<file path="src/rtl/frankie_pkg.sv">
// rtl/frankie_pkg.sv - shared constants and fetch FSM encoding for the Frankie fetch path
// Purpose: instruction field positions, PCSrc sequential code, fetch state type.
// Ports: none (package).
package frankie_pkg;

    localparam int OPC_MSB  = 15;
    localparam int OPC_LSB  = 11;
    localparam int FLAG_BIT = 10;
    localparam int IMM_MSB  = 9;

    localparam logic [2:0] PCSRC_SEQ = 3'b000;

    typedef enum logic [1:0] {
        ST_IDLE  = 2'd0,  // nothing outstanding, buffer empty
        ST_REQ   = 2'd1,  // request for the newest fetch address outstanding
        ST_DRAIN = 2'd2,  // superseded request still outstanding, newer address queued
        ST_FULL  = 2'd3   // fetched word held in buffer
    } fetch_state_e;

endpackage

</file>
<file path="src/rtl/fetch_timeout_ctr.sv">
// rtl/fetch_timeout_ctr.sv - wait-cycle counter flagging an imem request that never completes
// Purpose: counts enabled cycles since the last clear; tc pulses on the enabled cycle
//          that would bring the count to TIMEOUT.
// Ports: CLK, Reset (sync, active-high), clr (restart count), en (count this cycle),
//        tc (terminal count reached).
module fetch_timeout_ctr #(
    parameter int TIMEOUT = 64
) (
    input  logic CLK,
    input  logic Reset,
    input  logic clr,
    input  logic en,
    output logic tc
);

    localparam int CW = $clog2(TIMEOUT + 1);

    logic [CW-1:0] cnt_q, cnt_d;

    always_comb begin
        cnt_d = cnt_q;
        if (clr) begin
            cnt_d = '0;
        end else if (en) begin
            cnt_d = cnt_q + 1'b1;
        end
    end

    // Firing on the last waiting cycle keeps imem_req high for exactly TIMEOUT cycles.
    assign tc = en && (cnt_q == CW'(TIMEOUT - 1));

    always_ff @(posedge CLK) begin
        if (Reset) begin
            cnt_q <= '0;
        end else begin
            cnt_q <= cnt_d;
        end
    end

endmodule

</file>
<file path="src/rtl/inst_fetch_unit.sv">
// rtl/inst_fetch_unit.sv - PC/IR owner with single-outstanding req/ack instruction fetch
// Purpose: updates PC on PCWrite, fetches the pre-update PC from imem, loads IR on
//          InstWrite and stalls the control unit (fetch_busy) until the word arrives.
// Ports: CLK, Reset (sync, active-high); PCWrite/PCSrc/pc_target/InstWrite from the
//        control unit; imem_req/imem_addr/imem_ack/imem_rdata to instruction memory;
//        OPCODE/flagbit/IMM decoded from IR; PC; fetch_busy stall; fetch_err sticky timeout.
module inst_fetch_unit
    import frankie_pkg::*;
#(
    parameter int                ADDR_W   = 16,
    parameter int                DATA_W   = 16,
    parameter logic [ADDR_W-1:0] RESET_PC = '0,
    parameter int                TIMEOUT  = 64
) (
    input  logic              CLK,
    input  logic              Reset,
    input  logic              PCWrite,
    input  logic [2:0]        PCSrc,
    input  logic [ADDR_W-1:0] pc_target,
    input  logic              InstWrite,
    output logic              imem_req,
    output logic [ADDR_W-1:0] imem_addr,
    input  logic              imem_ack,
    input  logic [DATA_W-1:0] imem_rdata,
    output logic [4:0]        OPCODE,
    output logic              flagbit,
    output logic [9:0]        IMM,
    output logic [ADDR_W-1:0] PC,
    output logic              fetch_busy,
    output logic              fetch_err
);

    fetch_state_e      state_q, state_d;
    logic [ADDR_W-1:0] pc_q, pc_d;
    logic [ADDR_W-1:0] addr_q, addr_d;      // address driven on imem_addr
    logic [ADDR_W-1:0] queued_q, queued_d;  // newest address waiting behind a draining request
    logic [DATA_W-1:0] buf_q, buf_d;
    logic [DATA_W-1:0] ir_q, ir_d;
    logic              pend_q, pend_d;      // InstWrite seen but word not yet available
    logic              err_q, err_d;

    logic ack_hit;
    logic ctr_clr;
    logic ctr_tc;

    assign imem_req  = (state_q == ST_REQ) || (state_q == ST_DRAIN);
    assign imem_addr = addr_q;
    assign ack_hit   = imem_req && imem_ack;

    // Restart the wait count whenever no request is up, a transfer completes,
    // or a request is superseded (entering DRAIN).
    assign ctr_clr = !imem_req || ack_hit || ((state_q == ST_REQ) && PCWrite);

    fetch_timeout_ctr #(
        .TIMEOUT(TIMEOUT)
    ) u_timeout (
        .CLK  (CLK),
        .Reset(Reset),
        .clr  (ctr_clr),
        .en   (imem_req && !imem_ack),
        .tc   (ctr_tc)
    );

    always_comb begin
        state_d  = state_q;
        pc_d     = pc_q;
        addr_d   = addr_q;
        queued_d = queued_q;
        buf_d    = buf_q;
        ir_d     = ir_q;
        pend_d   = pend_q;
        err_d    = err_q;

        if (PCWrite) begin
            pc_d = (PCSrc == PCSRC_SEQ) ? pc_q + 1'b1 : pc_target;
        end

        case (state_q)
            ST_IDLE: begin
                if (PCWrite) begin
                    state_d = ST_REQ;
                    addr_d  = pc_q;
                end
            end
            ST_REQ: begin
                if (ack_hit) begin
                    // Bypass: a waiting or same-cycle InstWrite takes the word straight into IR.
                    if (InstWrite || pend_q) begin
                        ir_d   = imem_rdata;
                        pend_d = 1'b0;
                    end
                    if (PCWrite) begin
                        addr_d = pc_q;
                    end else if (InstWrite || pend_q) begin
                        state_d = ST_IDLE;
                    end else begin
                        state_d = ST_FULL;
                        buf_d   = imem_rdata;
                    end
                end else begin
                    if (InstWrite) begin
                        pend_d = 1'b1;
                    end
                    // No withdrawal: the old request stays up until acked.
                    if (PCWrite) begin
                        state_d  = ST_DRAIN;
                        queued_d = pc_q;
                    end
                end
            end
            ST_DRAIN: begin
                if (InstWrite) begin
                    pend_d = 1'b1;
                end
                if (ack_hit) begin
                    state_d = ST_REQ;
                    addr_d  = PCWrite ? pc_q : queued_q;
                end else if (PCWrite) begin
                    queued_d = pc_q;
                end
            end
            ST_FULL: begin
                if (InstWrite) begin
                    ir_d = buf_q;
                end
                if (PCWrite) begin
                    state_d = ST_REQ;
                    addr_d  = pc_q;
                end else if (InstWrite) begin
                    state_d = ST_IDLE;
                end
            end
            default: state_d = ST_IDLE;
        endcase

        if (ctr_tc) begin
            state_d = ST_IDLE;
            pend_d  = 1'b0;
            err_d   = 1'b1;
        end
    end

    assign fetch_busy = pend_q ||
                        (InstWrite && (((state_q == ST_REQ) && !imem_ack) || (state_q == ST_DRAIN)));

    always_ff @(posedge CLK) begin
        if (Reset) begin
            state_q  <= ST_IDLE;
            pc_q     <= RESET_PC;
            addr_q   <= '0;
            queued_q <= '0;
            buf_q    <= '0;
            ir_q     <= '0;
            pend_q   <= 1'b0;
            err_q    <= 1'b0;
        end else begin
            state_q  <= state_d;
            pc_q     <= pc_d;
            addr_q   <= addr_d;
            queued_q <= queued_d;
            buf_q    <= buf_d;
            ir_q     <= ir_d;
            pend_q   <= pend_d;
            err_q    <= err_d;
        end
    end

    assign PC        = pc_q;
    assign OPCODE    = ir_q[OPC_MSB:OPC_LSB];
    assign flagbit   = ir_q[FLAG_BIT];
    assign IMM       = ir_q[IMM_MSB:0];
    assign fetch_err = err_q;

endmodule

</file>
<file path="config.mk">
export PLATFORM = sky130hd
export DESIGN_NAME = inst_fetch_unit
export DESIGN_NICKNAME = d
export VERILOG_FILES = /design/src/rtl/frankie_pkg.sv /design/src/rtl/fetch_timeout_ctr.sv /design/src/rtl/inst_fetch_unit.sv
export SDC_FILE = /design/constraint.sdc
export NUM_CORES = 1
export LEC_CHECK = 0
export BUFFER_PORTS_ARGS = -buffer_cell sky130_fd_sc_hd__buf_2
export CORE_MARGIN = 3
export CORE_UTILIZATION = 46
export DETAILED_ROUTE_END_ITERATION = 10
export PLACE_DENSITY = 0.69
export SLEW_MARGIN = 10
export SYNTH_ARGS = -nofsm -noshare
export SYNTH_HDL_FRONTEND = slang
export SYNTH_SLANG_ARGS = --single-unit
export TNS_END_PERCENT = 50
</file>
<file path="constraint.sdc">
create_clock -name CLK -period 4.9 [get_ports CLK]
set_input_delay 0.735 -clock CLK [delete_from_list [all_inputs] [get_ports CLK]]
set_output_delay 0.735 -clock CLK [all_outputs]
set_load 0.005 [all_outputs]
</file>
==> results.yml <==
logic_synthesis:
  yosys-top-cells-count: "dfxtp_1 (91), nand2_1 (58), nor2_1 (54)"
  synth_seq_cells: 91
  yosysTopAreaCell: "dfxtp_1"
  yosysMostFrequentCell: "dfxtp_1"
  synth-edff-count: 0
  synth_top_area_frac: 0.4300
  yosysSeqAreaShare: 0.4300
  synth_area_sq_um: 4237
  avgSynthCellArea_sq_um: 8.611
  ys_warn_count: 0
  netlist_instances: 492
  synth.net_count: 538
  synth_ff_type: "dfxtp_1"
  async_flop_share: 0
  yosys-top-cells-area: "dfxtp_1 (43%), mux2i_1 (11%), a211oi_1 (6.0%)"
  yosysUniqueCellTypes: 46
drt:
  top_layer_used: "met4"
  first_pass_iters: 4
  wl_per_cell_um: 15.11
  dr.first_iter.drc_count: 199
  wl_met1_um: 4924
  vias: 3750
  wl_met3_um: 613
  via_per_inst: 5.580
  detail-route-antenna-nets: 0
  drc_errors: 0
  dr_wl_met2_um: 4491
  drt-total-wl_um: 10160
power_and_ir_drop:
  finalPower_uw: 1939
  p_leak_uw: 0.001841
  powerDensity_nw_per_um2: 395.8
  peakVddDrop_mv: 0.2112
setup_path:
  timing.rr.start: "state_q[0]"
  timing.rr.end: "ir_q[0]"
  worst_setup_path_start_kind: "register"
  rrSetupSlack_ns: 2.12
  slowest_stage: "a21oi_2"
  critical_path_class: "register to register"
  reg2reg_depth: 5
  end_kind: "register"
  crit_chain: "ha_1 > nand2b_1 > a21oi_2 > or2_1 > a211oi_1"
  critPathMaxStageDelay_ns: 0.62
  cp_data_arrival_time_ns: 2.99
  path_max_fanout: 21
  required_ns: 5.11
min_path:
  hold_class: "register to register"
  whs_path_depth: 1
  holdPathEnd: "u_timeout.cnt_q[0]"
  hp-start: "u_timeout.cnt_q[0]"
place:
  gp_congestion: 0.8334
  port_buffers: 90
  dp_hpwl_um: 7034
sta:
  hold_viol_final: 0
  drv_slew: 0
  period_share: 0.5676
  finClkSkew_ns: 0.01254
  max_freq_ghz: 0.3596
  relSlewSlack: 0.2062
  period_needed_ns: 2.781
  rsz0062_at_grt: "no"
  setup_viol: 0
  worstMarginPinSlew_ns: 1.184
  finalSetupTns_ns: 0
layout:
  areaGrowthSynthToFinish_pct: 15.62
  layout.nets: 605
  diodes: 0
  drive_gt1_frac: 0.2110
  utilization: 0.5536
clock_tree:
  h-tree-depth: 3
  clock-sinks: 91
  cts_tree: "done"
  cts_root_buffer: "clkbuf_8"
  clock_latency_ns: 0.35
  cts.reportedPaths.clkPinSlew_ns: 0.09
  post_cts_buffers: 0
  cts_buffer_depth: 2
  cts_hold_buf: 0
  ctsResizeCount: 0
  cts_made_buffers: 9
global_route:
  grt_usage: 0.1966
  grt_pass1_vias: 3416
  grt_pass1_wl_um: 16590
  antenna_found_initial: 0
  grt_start_max_net_pins: 51
  grt_overflow: 0
status:
  status: "finished clean"
flow_run:
  maxCapViolations: 0
die:
  core_sq_um: 8848
  die_x_um: 102.0
  row_count: 34
  start_util: 0.4788
  ioPinCount: 91
  die-area_sq_um: 10400
  die_height_um: 102.0
-- power by group --
group | total (uW) | internal (uW) | switching, uW
registers | 898 | 830 | 67.7
logic | 484 | 209 | 275
clock network | 557 | 289 | 268
total | 1940 | 1330 | 611
-- how the worst max path moves through the flow --
stage,from,to,slack (ns),cells after the start
final,state_q[0],ir_q[0],2.12,5
after global routing,PCWrite,imem_addr[13],1.88,5
after CTS,state_q[0],ir_q[2],2.11,5
after detailed placement,PCWrite,imem_addr[1],1.79,5
after global placement,PCWrite,imem_addr[12],1.92,5
after floorplan,PCWrite,buf_q[6],2.91,5
-- cells by family after synthesis --
kind of cell / after synthesis / synth area share
buffers and inverters: 46 / 0.04814
and+or+nand+nor: 186 / 0.2076
muxes: 52 / 0.1243
xor gates and xnor gates: 4 / 0.008268
AOI/OAI and AO/OA: 107 / 0.1639
adders and majority gates: 6 / 0.01772
DFF: 91 / 0.4300
-- stage by stage --
step / cells / area (sq um) / hold slack (ns) / worst slack [ns]
final: 672 / 4898 / 0.4424 / 2.119
after global routing: 672 / 4898 / 0.4713 / 1.878
after CTS: 672 / 4898 / 0.4471 / 2.108
after detailed placement: 656 / 4682 / 0.4325 / 1.792
after global placement: 656 / 4682 / 0.4327 / 1.921
after floorplan: 492 / 4237 / 0.4130 / 2.911
-- sequential cells by signal, indices dropped and copies added, names as in the netlist --
register	flops
u_timeout.cnt_q	7
PC	16
buf_q	16
pend_q	1
ir_q	16
fetch_err	1
state_q	2
queued_q	16
imem_addr	16
-- final cells by class --
cell class / count / area [sq um]
timing repair buffer: 93 / 473.0
sequential: 91 / 1822
multi-input combinational: 355 / 2218
clock buffer: 10 / 127.6
tap: 108 / 135.1
inverter: 9 / 33.78
clock inverter: 6 / 88.84
fill: 861 / 3950
-- critical path: cells and delay by family (launching register included) --
kind,cells,cell delay [ns]
flip-flops,1,0.35
adder cells (fa/ha/maj),1,0.59
AND/OR/NAND/NOR,2,0.91
AO/OA/AOI/OAI,2,0.78
-- per-layer routing --
layer	GRT usage	up-vias
li1	-	1895
met1	0.2932	1741
met2	0.2899	100
met3	0.03549	14
met4	0.05752	0
met5	0	-
-- cell usage in the layout (no fill, tap or decap), types with 5 or more instances in the layout --
master / instances
mux2_2: 5
ha_1: 6
a211oi_1: 34
nor2_1: 54
a21oi_1: 43
and3_1: 7
nand3_1: 9
buf_2: 90
nor3_1: 21
inv_1: 9
clkbuf_8: 9
nand4_1: 8
nand2_1: 58
mux2i_1: 47
dfxtp_1: 91
nor4_1: 7
o31ai_1: 6
o21ai_0: 11
(Power assumes the default switching activity.)
